===== config.mk =====
export PLATFORM = sky130hd
export DESIGN_NAME = dual_issue_scheduler_flat
export DESIGN_NICKNAME = d
export VERILOG_FILES = /design/src/rtl/dual_issue_scheduler_if.sv /design/src/rtl/dual_issue_scheduler.sv /design/src/flat_wrapper.sv
export SDC_FILE = /design/constraint.sdc
export NUM_CORES = 1
export LEC_CHECK = 0
export CORE_UTILIZATION = 50
export DETAILED_ROUTE_END_ITERATION = 8
export PLACE_DENSITY = 0.75
export SYNTH_ARGS = -nofsm -noshare
export SYNTH_HDL_FRONTEND = slang
export SYNTH_SLANG_ARGS = --single-unit

===== constraint.sdc =====
create_clock -name clk -period 5 [get_ports clk]
set_clock_uncertainty 0.15 [all_clocks]
set_input_delay 0.75 -clock clk [delete_from_list [all_inputs] [get_ports clk]]
set_output_delay 0.75 -clock clk [all_outputs]
set_load 0.1 [all_outputs]

===== src/rtl/dual_issue_scheduler_if.sv =====
// Instruction-pair handshake between the fetch/decode stage and the dual-issue scheduler.
// The master drives the pair and branch flush; the slave returns issue routing and acknowledge.
interface dual_issue_scheduler_if #(
  parameter int ADDR_W = 7
);
  logic              in_valid;
  logic              s0_en;
  logic              s1_en;
  logic              s0_pipe;
  logic              s1_pipe;
  logic [ADDR_W-1:0] s0_ra;
  logic [ADDR_W-1:0] s0_rb;
  logic [ADDR_W-1:0] s0_rc;
  logic [ADDR_W-1:0] s1_ra;
  logic [ADDR_W-1:0] s1_rb;
  logic [ADDR_W-1:0] s1_rc;
  logic [2:0]        s0_use;
  logic [2:0]        s1_use;
  logic [ADDR_W-1:0] s0_rt;
  logic [ADDR_W-1:0] s1_rt;
  logic              s0_we;
  logic              s1_we;
  logic [2:0]        s0_lat;
  logic [2:0]        s1_lat;
  logic              branch_taken;
  logic              ep_issue;
  logic              ep_slot;
  logic              op_issue;
  logic              op_slot;
  logic              pair_ack;
  logic              stall;

  modport master (
    output in_valid, s0_en, s1_en, s0_pipe, s1_pipe,
           s0_ra, s0_rb, s0_rc, s1_ra, s1_rb, s1_rc,
           s0_use, s1_use, s0_rt, s1_rt, s0_we, s1_we,
           s0_lat, s1_lat, branch_taken,
    input  ep_issue, ep_slot, op_issue, op_slot, pair_ack, stall
  );

  modport slave (
    input  in_valid, s0_en, s1_en, s0_pipe, s1_pipe,
           s0_ra, s0_rb, s0_rc, s1_ra, s1_rb, s1_rc,
           s0_use, s1_use, s0_rt, s1_rt, s0_we, s1_we,
           s0_lat, s1_lat, branch_taken,
    output ep_issue, ep_slot, op_issue, op_slot, pair_ack, stall
  );
endinterface


===== src/rtl/dual_issue_scheduler.sv =====
// In-order dual-issue scheduler: routes an instruction pair to the even/odd pipes,
// blocking on RAW/WAW hazards tracked by a per-pipe latency scoreboard.
module dual_issue_scheduler #(
  parameter int ADDR_W = 7,
  parameter int DEPTH  = 7
) (
  input  logic clk,
  input  logic rst,
  dual_issue_scheduler_if.slave bus
);

  typedef enum logic {ST_PAIR, ST_SECOND} state_t;

  typedef struct packed {
    logic              v;
    logic [ADDR_W-1:0] rt;
    logic [2:0]        rem;
  } entry_t;

  state_t r_state;
  state_t w_state_next;
  entry_t r_sb [2][DEPTH];
  entry_t w_new [2];

  logic       w_h0, w_h1, w_dep01;
  logic [2:0] w_lat0, w_lat1;
  logic       w_s0_iss, w_s0_done, w_s1_iss, w_s1_done, w_go;
  logic       w_ep_issue, w_ep_slot, w_op_issue, w_op_slot, w_ack;

  function automatic logic src_match(input logic [2:0] src_used,
                                     input logic [ADDR_W-1:0] ra,
                                     input logic [ADDR_W-1:0] rb,
                                     input logic [ADDR_W-1:0] rc,
                                     input logic [ADDR_W-1:0] rt);
    return (src_used[2] && ra == rt) || (src_used[1] && rb == rt) ||
           (src_used[0] && rc == rt);
  endfunction

  // Hazard detection against every tracked entry of both pipes.
  always_comb begin
    w_h0    = 1'b0;
    w_h1    = 1'b0;
    w_lat0  = (bus.s0_lat == 3'd0) ? 3'd1 : bus.s0_lat;
    w_lat1  = (bus.s1_lat == 3'd0) ? 3'd1 : bus.s1_lat;
    w_dep01 = bus.s0_en && bus.s0_we &&
              src_match(bus.s1_use, bus.s1_ra, bus.s1_rb, bus.s1_rc, bus.s0_rt);
    for (int p = 0; p < 2; p++) begin
      for (int k = 0; k < DEPTH; k++) begin
        if (r_sb[p][k].v) begin
          if (r_sb[p][k].rem >= 3'd2 &&
              src_match(bus.s0_use, bus.s0_ra, bus.s0_rb, bus.s0_rc, r_sb[p][k].rt))
            w_h0 = 1'b1;
          if (bus.s0_we && r_sb[p][k].rt == bus.s0_rt && r_sb[p][k].rem > w_lat0)
            w_h0 = 1'b1;
          if (r_sb[p][k].rem >= 3'd2 &&
              src_match(bus.s1_use, bus.s1_ra, bus.s1_rb, bus.s1_rc, r_sb[p][k].rt))
            w_h1 = 1'b1;
          if (bus.s1_we && r_sb[p][k].rt == bus.s1_rt && r_sb[p][k].rem > w_lat1)
            w_h1 = 1'b1;
        end
      end
    end
  end

  // Issue decision, pipe routing, scoreboard insertion and next state.
  always_comb begin
    w_s0_iss     = 1'b0;
    w_s0_done    = 1'b0;
    w_s1_iss     = 1'b0;
    w_s1_done    = 1'b0;
    w_ep_issue   = 1'b0;
    w_ep_slot    = 1'b0;
    w_op_issue   = 1'b0;
    w_op_slot    = 1'b0;
    w_ack        = 1'b0;
    w_new[0]     = '0;
    w_new[1]     = '0;
    w_state_next = r_state;
    w_go         = bus.in_valid && !bus.branch_taken;

    case (r_state)
      ST_PAIR: begin
        w_s0_iss  = bus.s0_en && !w_h0;
        w_s0_done = !bus.s0_en || !w_h0;
        w_s1_iss  = bus.s1_en && w_s0_done && !w_h1 && !w_dep01 &&
                    !(bus.s0_en && bus.s0_pipe == bus.s1_pipe);
        w_s1_done = w_s0_done && (!bus.s1_en || w_s1_iss);
      end
      ST_SECOND: begin
        w_s0_done = 1'b1;
        w_s1_iss  = bus.s1_en && !w_h1;
        w_s1_done = !bus.s1_en || !w_h1;
      end
      default: ;
    endcase

    if (w_go) begin
      if (w_s0_iss) begin
        if (bus.s0_pipe) w_op_issue = 1'b1;
        else             w_ep_issue = 1'b1;
        if (bus.s0_we) w_new[bus.s0_pipe] = '{v: 1'b1, rt: bus.s0_rt, rem: w_lat0};
      end
      if (w_s1_iss) begin
        if (bus.s1_pipe) begin
          w_op_issue = 1'b1;
          w_op_slot  = 1'b1;
        end else begin
          w_ep_issue = 1'b1;
          w_ep_slot  = 1'b1;
        end
        if (bus.s1_we) w_new[bus.s1_pipe] = '{v: 1'b1, rt: bus.s1_rt, rem: w_lat1};
      end
      w_ack = w_s1_done;
      if (w_ack)                                w_state_next = ST_PAIR;
      else if (r_state == ST_PAIR && w_s0_done) w_state_next = ST_SECOND;
    end

    if (bus.branch_taken) w_state_next = ST_PAIR;
  end

  assign bus.ep_issue = !rst && w_ep_issue;
  assign bus.ep_slot  = !rst && w_ep_slot;
  assign bus.op_issue = !rst && w_op_issue;
  assign bus.op_slot  = !rst && w_op_slot;
  assign bus.pair_ack = !rst && w_ack;
  assign bus.stall    = !rst && bus.in_valid && !w_ack;

  always_ff @(posedge clk or posedge rst) begin
    if (rst) r_state <= ST_PAIR;
    else     r_state <= w_state_next;
  end

  // Entries age by one stage per edge; remaining latency saturates at zero.
  always_ff @(posedge clk or posedge rst) begin
    if (rst) begin
      for (int p = 0; p < 2; p++)
        for (int k = 0; k < DEPTH; k++)
          r_sb[p][k] <= '0;
    end else begin
      for (int p = 0; p < 2; p++) begin
        r_sb[p][0] <= w_new[p];
        for (int k = 1; k < DEPTH; k++) begin
          r_sb[p][k].v   <= r_sb[p][k-1].v;
          r_sb[p][k].rt  <= r_sb[p][k-1].rt;
          r_sb[p][k].rem <= (r_sb[p][k-1].rem == 3'd0) ? 3'd0 : r_sb[p][k-1].rem - 3'd1;
        end
      end
    end
  end

endmodule


===== src/flat_wrapper.sv =====
// flat-port wrapper written by rule: the top's interface ports become plain ports
module dual_issue_scheduler_flat 
#(
  parameter int ADDR_W = 7,
  parameter int DEPTH  = 7
)
  (clk, rst, bus_in_valid, bus_s0_en, bus_s1_en, bus_s0_pipe, bus_s1_pipe, bus_s0_ra, bus_s0_rb, bus_s0_rc, bus_s1_ra, bus_s1_rb, bus_s1_rc, bus_s0_use, bus_s1_use, bus_s0_rt, bus_s1_rt, bus_s0_we, bus_s1_we, bus_s0_lat, bus_s1_lat, bus_branch_taken, bus_ep_issue, bus_ep_slot, bus_op_issue, bus_op_slot, bus_pair_ack, bus_stall);
  dual_issue_scheduler_if #(.ADDR_W(ADDR_W)) bus_i ();
  input  logic clk;
  input  logic rst;
  input wire logic [$bits(bus_i.in_valid)-1:0] bus_in_valid;
  input wire logic [$bits(bus_i.s0_en)-1:0] bus_s0_en;
  input wire logic [$bits(bus_i.s1_en)-1:0] bus_s1_en;
  input wire logic [$bits(bus_i.s0_pipe)-1:0] bus_s0_pipe;
  input wire logic [$bits(bus_i.s1_pipe)-1:0] bus_s1_pipe;
  input wire logic [$bits(bus_i.s0_ra)-1:0] bus_s0_ra;
  input wire logic [$bits(bus_i.s0_rb)-1:0] bus_s0_rb;
  input wire logic [$bits(bus_i.s0_rc)-1:0] bus_s0_rc;
  input wire logic [$bits(bus_i.s1_ra)-1:0] bus_s1_ra;
  input wire logic [$bits(bus_i.s1_rb)-1:0] bus_s1_rb;
  input wire logic [$bits(bus_i.s1_rc)-1:0] bus_s1_rc;
  input wire logic [$bits(bus_i.s0_use)-1:0] bus_s0_use;
  input wire logic [$bits(bus_i.s1_use)-1:0] bus_s1_use;
  input wire logic [$bits(bus_i.s0_rt)-1:0] bus_s0_rt;
  input wire logic [$bits(bus_i.s1_rt)-1:0] bus_s1_rt;
  input wire logic [$bits(bus_i.s0_we)-1:0] bus_s0_we;
  input wire logic [$bits(bus_i.s1_we)-1:0] bus_s1_we;
  input wire logic [$bits(bus_i.s0_lat)-1:0] bus_s0_lat;
  input wire logic [$bits(bus_i.s1_lat)-1:0] bus_s1_lat;
  input wire logic [$bits(bus_i.branch_taken)-1:0] bus_branch_taken;
  output wire logic [$bits(bus_i.ep_issue)-1:0] bus_ep_issue;
  output wire logic [$bits(bus_i.ep_slot)-1:0] bus_ep_slot;
  output wire logic [$bits(bus_i.op_issue)-1:0] bus_op_issue;
  output wire logic [$bits(bus_i.op_slot)-1:0] bus_op_slot;
  output wire logic [$bits(bus_i.pair_ack)-1:0] bus_pair_ack;
  output wire logic [$bits(bus_i.stall)-1:0] bus_stall;
  assign bus_i.in_valid = bus_in_valid;
  assign bus_i.s0_en = bus_s0_en;
  assign bus_i.s1_en = bus_s1_en;
  assign bus_i.s0_pipe = bus_s0_pipe;
  assign bus_i.s1_pipe = bus_s1_pipe;
  assign bus_i.s0_ra = bus_s0_ra;
  assign bus_i.s0_rb = bus_s0_rb;
  assign bus_i.s0_rc = bus_s0_rc;
  assign bus_i.s1_ra = bus_s1_ra;
  assign bus_i.s1_rb = bus_s1_rb;
  assign bus_i.s1_rc = bus_s1_rc;
  assign bus_i.s0_use = bus_s0_use;
  assign bus_i.s1_use = bus_s1_use;
  assign bus_i.s0_rt = bus_s0_rt;
  assign bus_i.s1_rt = bus_s1_rt;
  assign bus_i.s0_we = bus_s0_we;
  assign bus_i.s1_we = bus_s1_we;
  assign bus_i.s0_lat = bus_s0_lat;
  assign bus_i.s1_lat = bus_s1_lat;
  assign bus_i.branch_taken = bus_branch_taken;
  assign bus_ep_issue = bus_i.ep_issue;
  assign bus_ep_slot = bus_i.ep_slot;
  assign bus_op_issue = bus_i.op_issue;
  assign bus_op_slot = bus_i.op_slot;
  assign bus_pair_ack = bus_i.pair_ack;
  assign bus_stall = bus_i.stall;
  dual_issue_scheduler #(.ADDR_W(ADDR_W), .DEPTH(DEPTH)) u_core (.clk(clk), .rst(rst), .bus(bus_i));
endmodule

==> impl_results.html, run 1 <==
<table>
<tr><th>Metric</th><th>Value</th></tr>
<tr><th colspan="2">Logic synthesis</th></tr>
<tr><td>Count of flip-flops with a built-in enable after synthesis</td><td>0</td></tr>
<tr><td>Multiplexer fraction of the synthesized cell area</td><td>0%</td></tr>
<tr><td>Post-Synth Adder-Cell Area</td><td>7.58%</td></tr>
<tr><td>Top post-synthesis cells by area</td><td>sky130_fd_sc_hd__dfrtp_1 (22%), sky130_fd_sc_hd__xor2_1 (20%), sky130_fd_sc_hd__xnor2_1 (20%)</td></tr>
<tr><td>Post-synthesis simple-gate area fraction</td><td>13.9%</td></tr>
<tr><td>FFs w/ async S/R, synth</td><td>100%</td></tr>
<tr><td>Number of warnings reported in the yosys synthesis log</td><td>0</td></tr>
<tr><td>Prevailing post-synth register cell</td><td>sky130_fd_sc_hd__dfrtp_1</td></tr>
<tr><td>Leading post-synthesis cells by instance count</td><td>sky130_fd_sc_hd__xor2_1 (408), sky130_fd_sc_hd__xnor2_1 (398), sky130_fd_sc_hd__dfrtp_1 (155)</td></tr>
<tr><td>Post-synthesis share of cell area spent on xor and xnor gates</td><td>39.6%</td></tr>
<tr><td>Average instance area after synthesis</td><td>9.00 um^2</td></tr>
<tr><td>Unique masters post-synth</td><td>55</td></tr>
<tr><td>Mapped Area</td><td>17,800 um^2</td></tr>
<tr><td>Biggest area consumer among synthesized cells</td><td>sky130_fd_sc_hd__dfrtp_1</td></tr>
<tr><td>Sequential fraction of the synthesis area</td><td>21.8%</td></tr>
<tr><td>Count of state elements after synthesis</td><td>155</td></tr>
<tr><td>Net count after synthesis</td><td>2,167</td></tr>
<tr><td>Most repeated cell in the gate-level netlist after synthesis</td><td>sky130_fd_sc_hd__xor2_1</td></tr>
<tr><td>Largest family of logic cells by synthesized area</td><td>XOR/XNOR gates</td></tr>
<tr><td>Gate count after technology mapping</td><td>1,981</td></tr>
<tr><td>Area share of the leading cell type in the synthesized netlist</td><td>21.8%</td></tr>
<tr><td>Synth Area in Compound Gates</td><td>6.75%</td></tr>
<tr><th colspan="2">Clocking</th></tr>
<tr><td>Clock insertion delay at the later pin of the skew report</td><td>0.45 ns</td></tr>
<tr><td>H-tree level count</td><td>4</td></tr>
<tr><td>Clk sinks</td><td>155</td></tr>
<tr><td>Hold-fix buffers, CTS</td><td>0</td></tr>
<tr><td>TritonCTS Buffers</td><td>17</td></tr>
<tr><td>Clock tree from TritonCTS</td><td>yes</td></tr>
<tr><td>Buffers from clock root to sink, at most</td><td>2</td></tr>
<tr><td>Clock root buffer</td><td>sky130_fd_sc_hd__clkbuf_16</td></tr>
<tr><td>Worst-path clk slew</td><td>0.07 ns</td></tr>
<tr><th colspan="2">Power and ir drop</th></tr>
<tr><td>Pwr Density</td><td>190 nW/um^2</td></tr>
<tr><td>Maximum vdd drop</td><td>0.000170 V</td></tr>
<tr><td>Total leakage power</td><td>0.00855 uW</td></tr>
<tr><th colspan="2">Drt</th></tr>
<tr><td>WL/cell</td><td>25.1 um</td></tr>
<tr><td>Via density per instance</td><td>6.32</td></tr>
<tr><td>Remaining antenna violation count after routing</td><td>0</td></tr>
<tr><td>Number of DRC markers in iteration 0</td><td>1,907</td></tr>
<tr><td>Wirelength, routed</td><td>61,300 um</td></tr>
<tr><td>DRC errors left</td><td>0</td></tr>
<tr><td>Iteration count of the initial detailed-routing pass</td><td>5</td></tr>
<tr><td>Total number of vias</td><td>15,400</td></tr>
<tr><th colspan="2">STA</th></tr>
<tr><td>Final-report setup violation count</td><td>0</td></tr>
<tr><td>Tightest slew margin relative to the limit</td><td>24.4%</td></tr>
<tr><td>Minimum clock period after layout</td><td>4.99 ns</td></tr>
<tr><td>Worst-Margin Slew</td><td>1.12 ns</td></tr>
<tr><td>Achievable frequency</td><td>0.200 GHz</td></tr>
<tr><td>Number of pins exceeding their max-slew limit in the final report</td><td>0</td></tr>
<tr><td>Final hold vios</td><td>0</td></tr>
<tr><td>Period Utilization, post-route</td><td>99.9%</td></tr>
<tr><th colspan="2">Floorplan</th></tr>
<tr><td>Core ar.</td><td>34,800 um^2</td></tr>
<tr><td>Count of pins on the block boundary</td><td>84</td></tr>
<tr><td>Number of standard-cell rows in the floorplan</td><td>68</td></tr>
<tr><td>Die height</td><td>191 um</td></tr>
<tr><td>Starting Density</td><td>51.2%</td></tr>
<tr><td>Die area</td><td>36,400 um^2</td></tr>
<tr><td>Horizontal die dimension</td><td>191 um</td></tr>
<tr><th colspan="2">Global routing</th></tr>
<tr><td>Initial antenna violation count</td><td>1</td></tr>
<tr><td>Pin count of the biggest net entering global routing</td><td>83</td></tr>
<tr><td>Vias in the first global route</td><td>15,500</td></tr>
<tr><td>Wire length of the first global-routing pass</td><td>92,900 um</td></tr>
<tr><td>GRT Total Usage</td><td>34.1%</td></tr>
<tr><td>Aggregate global routing overflow</td><td>0</td></tr>
<tr><th colspan="2">Setup path</th></tr>
<tr><td>Critical Path, Cell by Cell</td><td>clkdlybuf4s50_1 -&gt; buf_4 -&gt; nand4_1 -&gt; nor2_1 -&gt; o311ai_0 -&gt; o21ai_0 -&gt; nor3_4 -&gt; a31oi_4 -&gt; buf_12 -&gt; nor3_4 -&gt; or2_4 -&gt; buf_12</td></tr>
<tr><td>Kind of critical path</td><td>input port to primary output</td></tr>
<tr><td>Crit-path slowest cell</td><td>sky130_fd_sc_hd__clkdlybuf4s50_1</td></tr>
<tr><td>Data required time of the worst path</td><td>4.10 ns</td></tr>
<tr><td>Crit-path max cell delay</td><td>0.77 ns</td></tr>
<tr><td>Maximum fanout along the worst path</td><td>11</td></tr>
<tr><td>Element type at the critical path start</td><td>input port</td></tr>
<tr><td>Worst reg-to-reg path cell count</td><td>9</td></tr>
<tr><td>Worst path arrival time</td><td>4.09 ns</td></tr>
<tr><td>Worst setup EP type</td><td>primary output</td></tr>
<tr><th colspan="2">Placed design</th></tr>
<tr><td>Placed wire-length estimate after detailed placement</td><td>45,000 um</td></tr>
<tr><td>Global placer's final weighted congestion</td><td>1.02</td></tr>
<tr><td>Number of port buffers</td><td>83</td></tr>
<tr><td>Placement-stage cell area</td><td>19,200 um^2</td></tr>
<tr><th colspan="2">Cells and area</th></tr>
<tr><td>Utilization after layout</td><td>57.3%</td></tr>
<tr><td>Ratio of cells with drive above 1 in the final layout</td><td>9.21%</td></tr>
<tr><td>Number of antenna cells inserted</td><td>0</td></tr>
<tr><td># nets final</td><td>2,160</td></tr>
<tr><td>Final instance area</td><td>19,900 um^2</td></tr>
<tr><td>Layout-stage area growth over the synthesis result</td><td>11.9%</td></tr>
<tr><th colspan="2">Hold path</th></tr>
<tr><td>Worst hold path depth</td><td>0</td></tr>
<tr><td>Type of the most critical hold path</td><td>flop to flop</td></tr>
<tr><th colspan="2">Run</th></tr>
<tr><td>Max-cap violations</td><td>0</td></tr>
<tr><th colspan="2">Run status</th></tr>
<tr><td>Status</td><td>completed</td></tr>
</table>
stage by stage:
stage	hold slack [ns]	TNS, ns	setup slack, ns	instances	power (uW)
after detailed placement	0.255	-0.247	-0.105	2404	2400
after CTS	0.273	0	0.00207	2441	3770
after floorplan	0.199	-0.000886	-0.000886	1981	2080
final	0.275	0	0.00703	2442	3790
after global placement	0.254	-0.0469	-0.0346	2404	2360
after global routing	0.285	-0.0426	-0.0325	2442	3920
registers in the layout, indices dropped and copies added, names as in the netlist:
signal	count
u_core.r_sb	154
u_core.r_state	1
repair_timing:
action / in CTS / in global routing
endpoints found under the setup margin: 4 / 6
gates resized for setup: 6 / 21
buffers inserted: 5 / 1
pin swaps: 0 / 6
final timing paths:
path | from | to | slack, ns
min in group asynchronous | rst | u_core.r_sb[34]$_DFF_PP0_ | 0.70
min reg2reg | u_core.r_sb[120]$_DFF_PP0_ | u_core.r_sb[109]$_DFF_PP0_ | 0.28
max in group asynchronous | rst | u_core.r_sb[63]$_DFF_PP0_ | 2.92
max reg2reg | u_core.r_sb[123]$_DFF_PP0_ | u_core.r_sb[150]$_DFF_PP0_ | 0.82
max | bus_s0_use[1] | bus_ep_issue | 0.007
min | u_core.r_sb[120]$_DFF_PP0_ | u_core.r_sb[109]$_DFF_PP0_ | 0.28
layer usage:
| layer | vias to the layer above | share of wire [%] | wire, um | track usage, % |
|---|---|---|---|---|
| met5 | - | 0.018 | 11 | 0 |
| met4 | 2 | 8.1 | 4990 | 24.6 |
| met3 | 356 | 8.6 | 5260 | 5.41 |
| met2 | 995 | 46 | 28400 | 55.3 |
| met1 | 7455 | 37 | 22500 | 40.9 |
| li1 | 6618 | - | - | - |
cell usage in the layout (no fill, tap or decap), drive strengths merged, types with 49 or more instances in the layout:
cell type      synthesis  layout
xor2                 408     408
xnor2                398     398
dfrtp                155     155
nand4                138     138
buf                  214     122
nor2                 109     109
ha                   108     108
nor4                  87      87
clkdlybuf4s50          0      74
inv                   65      65
o21ai                 49      49
cells by family (layout without fill, tap and decap cells):
family	Yosys count	in the layout
xor+xnor	806	806
simple gates	452	452
buf+inv	290	296
compound gates	170	170
flops	155	155
fa+ha+maj	108	108
cell type report:
class                           instances  area [um^2]
Clock inverter                         10          130
Clock buffer                           22          484
Sequential cell                       155         3880
Timing Repair Buffer                  199         2410
Inverter                               65          255
Fill cell                            2938        14900
Tap cell                              455          569
Multi-Input combinational cell       1536        12200
worst max-delay path: cells and delay by family:
kind / cells / cell delay (ns)
simple gates: 5 / 0.91
buf+inv: 4 / 1.44
compound gates: 3 / 0.98
where the power goes:
| part | switching, uW | total (uW) | internal, uW |
|---|---|---|---|
| Clock | 583 | 1380 | 798 |
| Sequential | 85.0 | 1360 | 1280 |
| Combinational | 561 | 1040 | 483 |
| Total | 1230 | 3790 | 2560 |
Power figures use the tool's default switching activity.
==> inputs of run 2 (changes only) <==
Settings changed: ABC_AREA from default to 0, DONT_BUFFER_PORTS from default to 1, PLACE_DENSITY 0.75 to 0.72.
==> impl_results.html, run 2 (synthesis gave the netlist of run 1 again) <==
<table>
<tr><th>Metric</th><th>Value</th></tr>
<tr><th colspan="2">Cells and area</th></tr>
<tr><td>Largest registers ranked by flip-flop count</td><td>u_core.r_sb x154, u_core.r_state x1</td></tr>
<tr><td>Most frequent cells in the layout</td><td>sky130_fd_sc_hd__xor2_1 (408), sky130_fd_sc_hd__xnor2_1 (398), sky130_fd_sc_hd__dfrtp_1 (155), sky130_fd_sc_hd__nand4_1 (138), sky130_fd_sc_hd__nor2_1 (109)</td></tr>
<tr><td>Layout-stage area growth over the synthesis result</td><td>-0.484%</td></tr>
<tr><td># nets final</td><td>1,989 (-7.9%)</td></tr>
<tr><td>Number of antenna cells inserted</td><td>0 (unchanged)</td></tr>
<tr><td>Most frequent standard cell in the layout excluding fill and tap cells</td><td>sky130_fd_sc_hd__xor2_1</td></tr>
<tr><td>Ratio of cells with drive above 1 in the final layout</td><td>4.19% (-5.0 points)</td></tr>
<tr><td>Biggest register</td><td>u_core.r_sb</td></tr>
<tr><td>Number of flip-flops in the largest register</td><td>154 (unchanged)</td></tr>
<tr><td>Final instance area</td><td>17,700 um^2 (-11%)</td></tr>
<tr><th colspan="2">Setup path</th></tr>
<tr><td>Crit-path max cell delay</td><td>0.78 ns (about the same)</td></tr>
<tr><td>Crit-path slowest cell</td><td>sky130_fd_sc_hd__dfrtp_1</td></tr>
<tr><td>Critical Path, Cell by Cell</td><td>xor2_1 -&gt; nor4_1 -&gt; nand4_1 -&gt; a31oi_1 -&gt; nor4_1 -&gt; and4_2 -&gt; a31oi_4 -&gt; o21ai_1 -&gt; a311oi_4 -&gt; buf_12</td></tr>
<tr><td>Worst setup EP type</td><td>primary output</td></tr>
<tr><td>Setup slack of the worst register-to-register path</td><td>1.27 ns (+0.45 ns)</td></tr>
<tr><td>Most frequent cell on the critical path</td><td>sky130_fd_sc_hd__nor4_1</td></tr>
<tr><td>Maximum fanout along the worst path</td><td>9 (-2)</td></tr>
<tr><td>Capture instance of the worst register-to-register path</td><td>u_core.r_sb[144]$_DFF_PP0_</td></tr>
<tr><td>Kind of critical path</td><td>flop to primary output</td></tr>
<tr><td>Data required time of the worst path</td><td>4.10 ns (about the same)</td></tr>
<tr><td>Worst path arrival time</td><td>3.84 ns (-0.25 ns)</td></tr>
<tr><td>Element type at the critical path start</td><td>flop</td></tr>
<tr><td>Origin of the critical flop-to-flop path</td><td>u_core.r_sb[107]$_DFF_PP0_</td></tr>
<tr><td>Worst reg-to-reg path cell count</td><td>11 (+2)</td></tr>
<tr><th colspan="2">Drt</th></tr>
<tr><td>Remaining antenna violation count after routing</td><td>0 (unchanged)</td></tr>
<tr><td>Via density per instance</td><td>6.54 (+3.6%)</td></tr>
<tr><td>Wirelength, routed</td><td>61,200 um (about the same)</td></tr>
<tr><td>Iteration count of the initial detailed-routing pass</td><td>5 (unchanged)</td></tr>
<tr><td>DRC errors left</td><td>0 (unchanged)</td></tr>
<tr><td>Total number of vias</td><td>14,800 (-3.8%)</td></tr>
<tr><td>Number of DRC markers in iteration 0</td><td>1,467 (-23%)</td></tr>
<tr><td>WL/cell</td><td>27.0 um (+7.6%)</td></tr>
<tr><th colspan="2">STA</th></tr>
<tr><td>Worst-Margin Slew</td><td>0.888 ns (-0.233 ns)</td></tr>
<tr><td>RSZ-0062 raised after global routing</td><td>false</td></tr>
<tr><td>Period Utilization, post-route</td><td>94.8% (-5.1 points)</td></tr>
<tr><td>Minimum clock period after layout</td><td>4.74 ns (-0.254 ns)</td></tr>
<tr><td>Achievable frequency</td><td>0.211 GHz (+5.4%)</td></tr>
<tr><td>Number of pins exceeding their max-slew limit in the final report</td><td>0 (unchanged)</td></tr>
<tr><td>Final hold vios</td><td>0 (unchanged)</td></tr>
<tr><td>Smallest hold slack</td><td>0.173 ns (-0.102 ns)</td></tr>
<tr><td>Tightest slew margin relative to the limit</td><td>40.4% (+16 points)</td></tr>
<tr><td>Final-report setup violation count</td><td>0 (unchanged)</td></tr>
<tr><td>Final sum of negative setup slack</td><td>0 ns (unchanged)</td></tr>
<tr><th colspan="2">Power and ir drop</th></tr>
<tr><td>Total leakage power</td><td>0.00753 uW (-12%)</td></tr>
<tr><td>Pwr Density</td><td>191 nW/um^2 (+0.59%)</td></tr>
<tr><td>Maximum vdd drop</td><td>0.000193 V (+13%)</td></tr>
<tr><td>Total power</td><td>3390 uW (-11%)</td></tr>
<tr><th colspan="2">Run</th></tr>
<tr><td>Max-cap violations</td><td>0 (unchanged)</td></tr>
<tr><th colspan="2">Clocking</th></tr>
<tr><td>Hold-fix buffers, CTS</td><td>0 (unchanged)</td></tr>
<tr><td>Clock insertion delay at the later pin of the skew report</td><td>0.45 ns (about the same)</td></tr>
<tr><td>Buffers from clock root to sink, at most</td><td>2 (unchanged)</td></tr>
<tr><td>Clock root buffer</td><td>sky130_fd_sc_hd__clkbuf_16</td></tr>
<tr><td>Clock tree from TritonCTS</td><td>yes</td></tr>
<tr><td>Post-CTS Setup Bufs</td><td>0 (-5)</td></tr>
<tr><td>Clk sinks</td><td>155 (unchanged)</td></tr>
<tr><td>H-tree level count</td><td>4 (unchanged)</td></tr>
<tr><td>Worst-path clk slew</td><td>0.07 ns (about the same)</td></tr>
<tr><td>TritonCTS Buffers</td><td>17 (unchanged)</td></tr>
<tr><th colspan="2">Global routing</th></tr>
<tr><td>Pin count of the biggest net entering global routing</td><td>119 (+43%)</td></tr>
<tr><td>Wire length of the first global-routing pass</td><td>92,400 um (-0.47%)</td></tr>
<tr><td>Vias in the first global route</td><td>14,900 (-4.1%)</td></tr>
<tr><td>Initial antenna violation count</td><td>1 (unchanged)</td></tr>
<tr><td>GRT Total Usage</td><td>34.2% (+0.10 points)</td></tr>
<tr><td>Aggregate global routing overflow</td><td>0 (unchanged)</td></tr>
<tr><th colspan="2">Hold path</th></tr>
<tr><td>Type of the most critical hold path</td><td>input port to asynchronous set/reset pin</td></tr>
<tr><th colspan="2">Floorplan</th></tr>
<tr><td>Horizontal die dimension</td><td>191 um (unchanged)</td></tr>
<tr><td>Die height</td><td>191 um (unchanged)</td></tr>
<tr><td>Starting Density</td><td>51.2% (unchanged)</td></tr>
<tr><td>Number of standard-cell rows in the floorplan</td><td>68 (unchanged)</td></tr>
<tr><td>Core ar.</td><td>34,800 um^2 (unchanged)</td></tr>
<tr><td>Count of pins on the block boundary</td><td>84 (unchanged)</td></tr>
<tr><td>Die area</td><td>36,400 um^2 (unchanged)</td></tr>
<tr><th colspan="2">Placed design</th></tr>
<tr><td>Placed wire-length estimate after detailed placement</td><td>43,500 um (-3.3%)</td></tr>
<tr><td>Number of port buffers</td><td>0 (-100%)</td></tr>
<tr><td>Placement-stage cell area</td><td>17,100 um^2 (-11%)</td></tr>
<tr><td>Global placer's final weighted congestion</td><td>0.988 (-3.1%)</td></tr>
<tr><th colspan="2">Run status</th></tr>
<tr><td>Status</td><td>completed</td></tr>
</table>
==> run 2: cell count changes in the layout (fill, tap and decap cells not counted), sizes merged <==
cell           previous run  this run
buf                     122        28
bufinv                    2         3
clkbuf                   23        19
clkdlybuf4s50            74         0
clkinv                    3         1
clkinvlp                  5         3
dlymetal6s2s              2         0
inv                      65        69
==> run 2: power by group <==
part / total (uW) / leakage, uW / switching, uW / internal (uW)
sequential: 1360 / 0.00215 / 83.5 / 1280
clock: 1400 / 0.000295 / 583 / 817
combinational: 626 / 0.00509 / 289 / 338
==> run 2: how the worst max path moves through the flow <==
stage	from	end	slack [ns]	cells past startpoint
finish	u_core.r_sb[113]$_DFF_PP0_	bus_stall	0.26	10
global route	bus_s1_lat[2]	bus_pair_ack	0.04	12
CTS	bus_s1_lat[2]	bus_pair_ack	0.24	12
detailed placement	bus_s1_lat[2]	bus_pair_ack	0.25	12
global placement	bus_s1_lat[2]	bus_pair_ack	0.33	12
floorplan	bus_s1_lat[1]	bus_ep_issue	-0.0009	11
==> run 2: area by class of cell <==
| type | count | area, um^2 |
|---|---|---|
| Fill cell | 3105 | 17100 |
| Sequential cell | 155 | 3880 |
| Clock inverter | 11 | 160 |
| Tap cell | 455 | 569 |
| Clock buffer | 19 | 453 |
| Timing Repair Buffer | 28 | 273 |
| Multi-Input combinational cell | 1536 | 12200 |
| Inverter | 65 | 248 |
==> run 2: metal layers <==
metal,share of wire (%),GRT usage (%),vias up
met1,36,39.6,7141
met5,0.021,0,-
met4,8.2,26.0,2
li1,-,-,6257
met3,10,7.20,372
met2,46,55.3,1073
==> run 2: what timing repair did <==
action                                  in CTS  in global routing
resized for setup                            0                  2
endpoints found under the setup margin       0                  2
hold endpoints to repair                     0                  0
==> run 2: critical path, delay by kind of cell, from the launching register on <==
kind / cells / cell delay, ns
compound gates: 4 / 1.36
simple gates: 4 / 0.90
flops: 1 / 0.78
buf+inv: 1 / 0.22
xor+xnor: 1 / 0.14
==> run 2: metrics by stage <==
stage	std cells	util [%]	setup slack (ns)
floorplan	1981	-	-0.000886
global placement	2239	49.2	0.330
detailed placement	2239	49.2	0.247
CTS	2269	51.0	0.237
global route	2269	51.0	0.0407
finish	2269	51.0	0.261
